File: config.mk
export PLATFORM = sky130hd
export DESIGN_NAME = el2_exu_div_sender_flat
export DESIGN_NICKNAME = d
export VERILOG_FILES = /design/src/rtl/noc_types.sv /design/src/rtl/node_port.sv /design/src/rtl/noc_serial_sender.sv /design/src/rtl/el2_exu_div_sender.sv /design/src/flat_wrapper.sv
export SDC_FILE = /design/constraint.sdc
export NUM_CORES = 1
export LEC_CHECK = 0
export BUFFER_PORTS_ARGS = -buffer_cell sky130_fd_sc_hd__buf_2
export CORE_MARGIN = 2
export CORE_UTILIZATION = 40
export CTS_BUF_LIST = sky130_fd_sc_hd__clkbuf_4
export DETAILED_ROUTE_END_ITERATION = 16
export GPL_TIMING_DRIVEN = 0
export PLACE_DENSITY = 0.63
export SKIP_LAST_GASP = 1
export SYNTH_ARGS = -nofsm -noshare
export SYNTH_HDL_FRONTEND = slang
export SYNTH_HIERARCHICAL = 1
export SYNTH_SLANG_ARGS = --single-unit
File: constraint.sdc
create_clock -name clk_noc -period 1.65 [get_ports clk_noc]
set_input_delay 0.33 -clock clk_noc [delete_from_list [all_inputs] [get_ports clk_noc]]
set_output_delay 0.33 -clock clk_noc [all_outputs]
set_load 0.02 [all_outputs]
File: src/rtl/noc_types.sv
// Shared NoC framing definitions: serial sender FSM states and header field layout,
// also consumed by the receiver-side decoder.
package noc_types;

  typedef enum logic [1:0] {
    ST_IDLE = 2'd0,
    ST_HEAD = 2'd1,
    ST_BODY = 2'd2
  } noc_tx_state_e;

  // Header: destination node in the top bits, pad-bit count in the bottom bits.
  localparam int unsigned HDR_DEST_BITS = 4;
  localparam int unsigned HDR_PAD_BITS  = 4;
  localparam int unsigned HDR_PAD_LSB   = 0;

  function automatic int unsigned payload_flits(input int unsigned packet_bits,
                                                input int unsigned flit_bits);
    return (packet_bits + flit_bits - 1) / flit_bits;
  endfunction

endpackage

File: src/rtl/node_port.sv
// Valid/ready NoC flit link; the injecting side uses modport up.
interface node_port #(
  parameter int unsigned FLIT_BITS = 8
);
  logic [FLIT_BITS-1:0] flit;
  logic                 valid;
  logic                 ready;

  modport up   (output flit, output valid, input ready);
  modport down (input flit, input valid, output ready);
endinterface

File: src/rtl/noc_serial_sender.sv
// Generic packet serializer: one header flit then the payload LSB-first, held
// stable under back-pressure; a new packet may be loaded on the last-flit transfer.
module noc_serial_sender
  import noc_types::*;
#(
  parameter int unsigned PACKET_BITS = 32,
  parameter int unsigned FLIT_BITS   = 8
) (
  input  logic                   clk,
  input  logic                   rst_l,
  input  logic                   start,
  input  logic [FLIT_BITS-1:0]   header,
  input  logic [PACKET_BITS-1:0] payload,
  input  logic                   ready,
  output logic [FLIT_BITS-1:0]   flit,
  output logic                   valid,
  output noc_tx_state_e          state,
  output noc_tx_state_e          state_nxt_c,
  output logic                   sent_c
);

  localparam int unsigned N   = payload_flits(PACKET_BITS, FLIT_BITS);
  localparam int unsigned SHW = N * FLIT_BITS;
  localparam int unsigned CW  = $clog2(N + 1);

  noc_tx_state_e        state_q;
  logic [FLIT_BITS-1:0] flit_q, flit_d;
  logic                 valid_q, valid_d;
  logic [SHW-1:0]       shift_q, shift_d;
  logic [CW-1:0]        cnt_q, cnt_d;
  logic                 xfer;
  logic                 load;

  // State and datapath registers.
  always_ff @(posedge clk) begin
    if (!rst_l) begin
      state_q <= ST_IDLE;
      flit_q  <= '0;
      valid_q <= 1'b0;
      shift_q <= '0;
      cnt_q   <= '0;
    end else begin
      state_q <= state_nxt_c;
      flit_q  <= flit_d;
      valid_q <= valid_d;
      shift_q <= shift_d;
      cnt_q   <= cnt_d;
    end
  end

  // Next state; a load (from IDLE or on the last flit) overrides everything.
  always_comb begin
    state_nxt_c = state_q;
    flit_d      = flit_q;
    valid_d     = valid_q;
    shift_d     = shift_q;
    cnt_d       = cnt_q;
    sent_c      = 1'b0;
    load        = 1'b0;
    xfer        = valid_q & ready;
    unique case (state_q)
      ST_IDLE: load = start;
      ST_HEAD: begin
        if (xfer) begin
          state_nxt_c = ST_BODY;
          flit_d      = shift_q[FLIT_BITS-1:0];
          shift_d     = shift_q >> FLIT_BITS;
        end
      end
      ST_BODY: begin
        if (xfer) begin
          cnt_d = cnt_q + CW'(1);
          if (cnt_q == CW'(N - 1)) begin
            sent_c      = 1'b1;
            load        = start;
            state_nxt_c = ST_IDLE;
            valid_d     = 1'b0;
            flit_d      = '0;
          end else begin
            flit_d  = shift_q[FLIT_BITS-1:0];
            shift_d = shift_q >> FLIT_BITS;
          end
        end
      end
      default: state_nxt_c = ST_IDLE;
    endcase
    if (load) begin
      state_nxt_c = ST_HEAD;
      flit_d      = header;
      valid_d     = 1'b1;
      shift_d     = SHW'(payload);
      cnt_d       = '0;
    end
  end

  assign flit  = flit_q;
  assign valid = valid_q;
  assign state = state_q;

endmodule

File: src/rtl/el2_exu_div_sender.sv
// Sends divider results onto the NoC as header + payload flits.
// Optional one-entry holding buffer enabled by NOC_DIV_SENDER_SKID_EN.
module el2_exu_div_sender
  import noc_types::*;
#(
  parameter int unsigned PACKET_BITS = 32,
  parameter int unsigned FLIT_BITS   = 8,
  parameter logic [3:0]  DEST_ID     = 4'h0
) (
  input  logic                   clk_noc,
  input  logic                   rst_l,
  node_port.up                   up,
  input  logic                   finish,
  input  logic [PACKET_BITS-1:0] result,
  input  logic                   noc_sr_flush,
  output logic                   div_ready,
  output logic                   busy,
  output logic                   sent
);

  localparam int unsigned N   = payload_flits(PACKET_BITS, FLIT_BITS);
  localparam int unsigned PAD = N * FLIT_BITS - PACKET_BITS;

  logic [FLIT_BITS-1:0]   header;
  logic [FLIT_BITS-1:0]   flit;
  logic                   valid;
  logic                   start;
  logic [PACKET_BITS-1:0] payload;
  logic                   accept;
  logic                   sent_c;
  logic                   div_ready_d;
  logic                   busy_d;
  noc_tx_state_e          state;
  noc_tx_state_e          state_nxt_c;

  always_comb begin
    header = '0;
    header[FLIT_BITS-1 -: HDR_DEST_BITS]    = DEST_ID;
    header[HDR_PAD_LSB +: HDR_PAD_BITS]     = HDR_PAD_BITS'(PAD);
  end

  // A flush in the same cycle wins over finish.
  assign accept = finish & div_ready & ~noc_sr_flush;

`ifdef NOC_DIV_SENDER_SKID_EN
  logic                   buf_full_q, buf_full_d;
  logic [PACKET_BITS-1:0] buf_data_q;
  logic                   idle;

  assign idle    = (state == ST_IDLE);
  assign start   = idle ? accept : ((buf_full_q & ~noc_sr_flush) | accept);
  assign payload = buf_full_q ? buf_data_q : result;

  // Buffer fills only when the serializer cannot take the result directly.
  always_comb begin
    buf_full_d = buf_full_q;
    if (noc_sr_flush) begin
      buf_full_d = 1'b0;
    end else if (buf_full_q && sent_c) begin
      buf_full_d = 1'b0;
    end else if (accept && !idle && !sent_c) begin
      buf_full_d = 1'b1;
    end
  end

  always_ff @(posedge clk_noc) begin
    if (!rst_l) begin
      buf_full_q <= 1'b0;
      buf_data_q <= '0;
    end else begin
      buf_full_q <= buf_full_d;
      if (accept && !idle && !sent_c) begin
        buf_data_q <= result;
      end
    end
  end

  assign div_ready_d = ~buf_full_d;
  assign busy_d      = (state_nxt_c != ST_IDLE) | buf_full_d;
`else
  assign start       = accept & (state == ST_IDLE);
  assign payload     = result;
  assign div_ready_d = (state_nxt_c == ST_IDLE);
  assign busy_d      = (state_nxt_c != ST_IDLE);
`endif

  always_ff @(posedge clk_noc) begin
    if (!rst_l) begin
      div_ready <= 1'b1;
      busy      <= 1'b0;
    end else begin
      div_ready <= div_ready_d;
      busy      <= busy_d;
    end
  end

  noc_serial_sender #(
    .PACKET_BITS (PACKET_BITS),
    .FLIT_BITS   (FLIT_BITS)
  ) u_ser (
    .clk         (clk_noc),
    .rst_l       (rst_l),
    .start       (start),
    .header      (header),
    .payload     (payload),
    .ready       (up.ready),
    .flit        (flit),
    .valid       (valid),
    .state       (state),
    .state_nxt_c (state_nxt_c),
    .sent_c      (sent_c)
  );

  assign up.flit  = flit;
  assign up.valid = valid;
  assign sent     = sent_c;

endmodule

File: src/flat_wrapper.sv
// flat-port wrapper written by rule: the top's interface ports become plain ports
module el2_exu_div_sender_flat import noc_types::*;
#(
  parameter int unsigned PACKET_BITS = 32,
  parameter int unsigned FLIT_BITS   = 8,
  parameter logic [3:0]  DEST_ID     = 4'h0
)
  (clk_noc, rst_l, finish, result, noc_sr_flush, div_ready, busy, sent, up_flit, up_valid, up_ready);
  node_port #(.FLIT_BITS(FLIT_BITS)) up_i ();
  input  logic clk_noc;
  input  logic rst_l;
  input  logic finish;
  input  logic [PACKET_BITS-1:0] result;
  input  logic noc_sr_flush;
  output logic div_ready;
  output logic busy;
  output logic sent;
  output wire logic [$bits(up_i.flit)-1:0] up_flit;
  output wire logic [$bits(up_i.valid)-1:0] up_valid;
  input wire logic [$bits(up_i.ready)-1:0] up_ready;
  assign up_flit = up_i.flit;
  assign up_valid = up_i.valid;
  assign up_i.ready = up_ready;
  el2_exu_div_sender #(.PACKET_BITS(PACKET_BITS), .FLIT_BITS(FLIT_BITS), .DEST_ID(DEST_ID)) u_core (.clk_noc(clk_noc), .rst_l(rst_l), .up(up_i), .finish(finish), .result(result), .noc_sr_flush(noc_sr_flush), .div_ready(div_ready), .busy(busy), .sent(sent));
endmodule
==> impl_metrics.csv <==
group,metric,value,unit
global_route,grt_antenna_before_repair,0,
synthesis,ys_async_sr_fraction,0,
floorplan,initial_core_util,0.420,
sta,final.setup_skew,12.8,ps
global_route,grt_pass1_wl,9330,microns
synthesis,synth-edff-count,0,
synthesis,synth.distinct_cells,37,
cts,numCtsBuffers,5,
worst_setup_path,cp_num_buf_inv,0,
synthesis,synth_commonest_cells,"nand2_1, dfxtp_1, a31oi_1, o31ai_1",
cts,hold_buffers,0,
worst_setup_path,critPathLaunchType,"flop",
placed_design,portBuffers,48,
floorplan,fp-row-count,26,
synthesis,avgSynthCellArea,8.72,sq um
synthesis,synth_top_cell_by_area,"dfxtp_1",
cts,clkTransAtPathRegs,140,ps
global_route,grt_start_max_net_pins,15,
route,wl_per_cell,14.3,microns
route,drtIter0Drc,166,
placed_design,place_area,0.00253,sq mm
floorplan,ios,49,
worst_setup_path,crit_path_end_kind,"flop",
sta,hold_violations,0,
worst_setup_path,path_class,"flop to flop",
sta,fmax,0.595,GHz
global_route,grt.total_usage,0.193,
sta,final_max_slew_viol_count,0,
worst_setup_path,slowest_delay,390,ps
synthesis,yosysWarningCount,6,
pwr,p_leak,1.21,nW
floorplan,core,0.00517,sq mm
route,drc_errors,0,
route,postRouteAntennaNets,0,
synthesis,synth_top_area_frac,0.442,
status,status,"finished with violations",
floorplan,die_x,77.7,microns
cts,insertion_delay,360,ps
pwr,peakVddDrop,0.368,mV
sta,period_needed,1680,ps
layout,fin_area,0.00290,sq mm
synthesis,syn_area,0.00217,sq mm
cts,root_buffer,"clkbuf_4",
route,drtPass1Iterations,4,
min_path,worstHoldPathType,"primary input to flop",
floorplan,die_h,77.7,microns
pwr,p_total,0.00245,W
sta,setup_violations,19,
cts,ctsHtreeMaxLevel,2,
synthesis,synth-main-ff-cell,"dfxtp_1",
global_route,grt_pass1_vias,1978,
synthesis,ys_ff_latch,48,
worst_setup_path,crit_fanout,8,
layout,drive_above_1_share,0.343,
cts,cts_tree,"done",
worst_setup_path,cpMaxStageDelayCell,"dfxtp_4",
status,violations,"setup timing",
layout,finalNonFillerCells,397,
placed_design,gp_congestion,0.760,
worst_setup_path,path_delay_family,"simple AND/OR/NAND/NOR gates",
route,via_count,2068,
synthesis,ys_seq_area_frac,0.442,
pwr,p_per_area,846,mW/mm^2
worst_setup_path,cp_cell_sequence,"nor4_4 -> nand2b_4 -> o22a_2 -> a221oi_1 -> nor2_1",
route,drt_wl_total,5680,microns
sta,hold_ws,201,ps
placed_design,dp.cells,374,
sta,setup_slack,-30.2,ps
sta,grt_setup_unrepaired,"true",
cts,clk_path_buf_depth,2,
placed_design,dp_hpwl,3760,microns
layout,fill_cells,493,
sta,min_period_over_period,1.02,
worst_setup_path,worstPathArrival,1930,ps
layout,nNetsFinal,365,
worst_setup_path,crit_required,1900,ps
layout,antenna_cells,0,
layout,syn_to_final_growth,33.6,%
run,maxCapViolCount,0,
synthesis,syn_inst,249,
layout,utilization,0.561,
synthesis,synthTopCellsByArea,"dfxtp_1, nand2_1, o31ai_1, a31oi_1, a221oi_1",
floorplan,dieArea,0.00604,sq mm
route,routed_via_density,5.21,
synthesis,synth.most_common_cell,"nand2_1",
global_route,grt-ovfl-total,0,
cts,clock-sinks,48,
## layout by cell type, fill, tap and decap left out, types with 2 or more instances in the layout
cell type  count
a221oi_1       5
clkbuf_1       5
xnor2_1        2
buf_2         47
a221oi_2       3
clkbuf_4       6
o21ai_0        9
nand2_1       53
ha_4           2
nor2b_1       10
buf_6         14
a31oi_1       24
conb_1         8
o21a_1         2
dfxtp_1       43
inv_1          3
dfxtp_4        3
dfxtp_2        2
a32oi_1        8
buf_4         17
o31ai_1       24
nor2_1        11
## cell families (layout without fill, tap and decap cells)
| logic type | count (synthesis) | after routing | synth area share |
|---|---|---|---|
| buffers and inverters | 25 | 95 | 0.0634 |
| AOI/OAI and AO/OA | 84 | 85 | 0.281 |
| and+or+nand+nor | 85 | 85 | 0.183 |
| DFF | 48 | 48 | 0.442 |
| adders and majority gates | 2 | 2 | 0.0115 |
| other | 1 | 8 | 0.00173 |
| muxes | 2 | 2 | 0.00979 |
| xor gates and xnor gates | 2 | 2 | 0.00807 |
## worst min-delay path, delay by kind of cell
kind / cells / cell delay (ps)
AOI/OAI and AO/OA: 1 / 40
and+or+nand+nor: 1 / 90
buffers and inverters: 1 / 80
## registers in the layout, indices dropped and copies added (netlist names)
register / cells
u_core/u_ser/cnt_q: 3
u_core/u_ser/state: 2
u_core/u_ser/valid: 1
u_core/u_ser/flit: 8
u_core/busy: 1
u_core/div_ready: 1
u_core/u_ser/shift_q: 32
## final cells by class
| type | instances | area (sq um) | area share |
|---|---|---|---|
| Sequential cell | 48 | 975 | 0.336 |
| Inverter | 4 | 15.0 | 0.00517 |
| Clock buffer | 6 | 45.0 | 0.0155 |
| Tap cell | 70 | 87.6 | 0.0302 |
| Clock inverter | 2 | 11.3 | 0.00388 |
| Buffer | 20 | 173 | 0.0595 |
| Timing Repair Buffer | 63 | 367 | 0.126 |
| Multi-Input combinational cell | 184 | 1230 | 0.424 |
## report_power, final
part,switching [W],internal [W],total [W]
clock,0.000372,0.000179,0.000552
combinational,0.000319,0.000264,0.000583
sequential,0.0000584,0.00126,0.00132
total,0.000750,0.00170,0.00245
## metal layers
layer	global-route usage	part of all wire	up-vias	routed length (microns)
li1	-	-	1064	-
met1	0.273	0.49	938	2760
met2	0.294	0.45	64	2560
met3	0.0337	0.056	2	319
met4	0.0714	0.0060	0	34
met5	0	0	-	0
## path summary, 6_finish.rpt
| path | startpoint | end | slack, ps | depth (start not counted) |
|---|---|---|---|---|
| setup / recovery | u_core/u_ser/state[1] | u_core/u_ser/flit[5] | -30 | 5 |
| hold / removal | result[26] | u_core/u_ser/shift_q[26] | 200 | 3 |
| setup reg to reg | u_core/u_ser/state[1] | u_core/u_ser/flit[5] | -30 | 5 |
| hold reg to reg | u_core/u_ser/shift_q[10] | u_core/u_ser/shift_q[2] | 480 | 2 |
## stage by stage
step | TNS (ps) | setup WS (ps)
floorplan | 0 | 12.6
global placement | -4930 | -177
detailed placement | -6280 | -215
CTS | -47.0 | -18.9
global route | -3020 | -120
finish | -167 | -30.2
## timing repair
item,CTS,global route
buffers inserted,6,7
endpoints found under the setup margin,43,41
gates cloned,3,0
resized for setup,41,12
pin swaps,4,6
No activity file was read; power rests on OpenSTA's default activity.
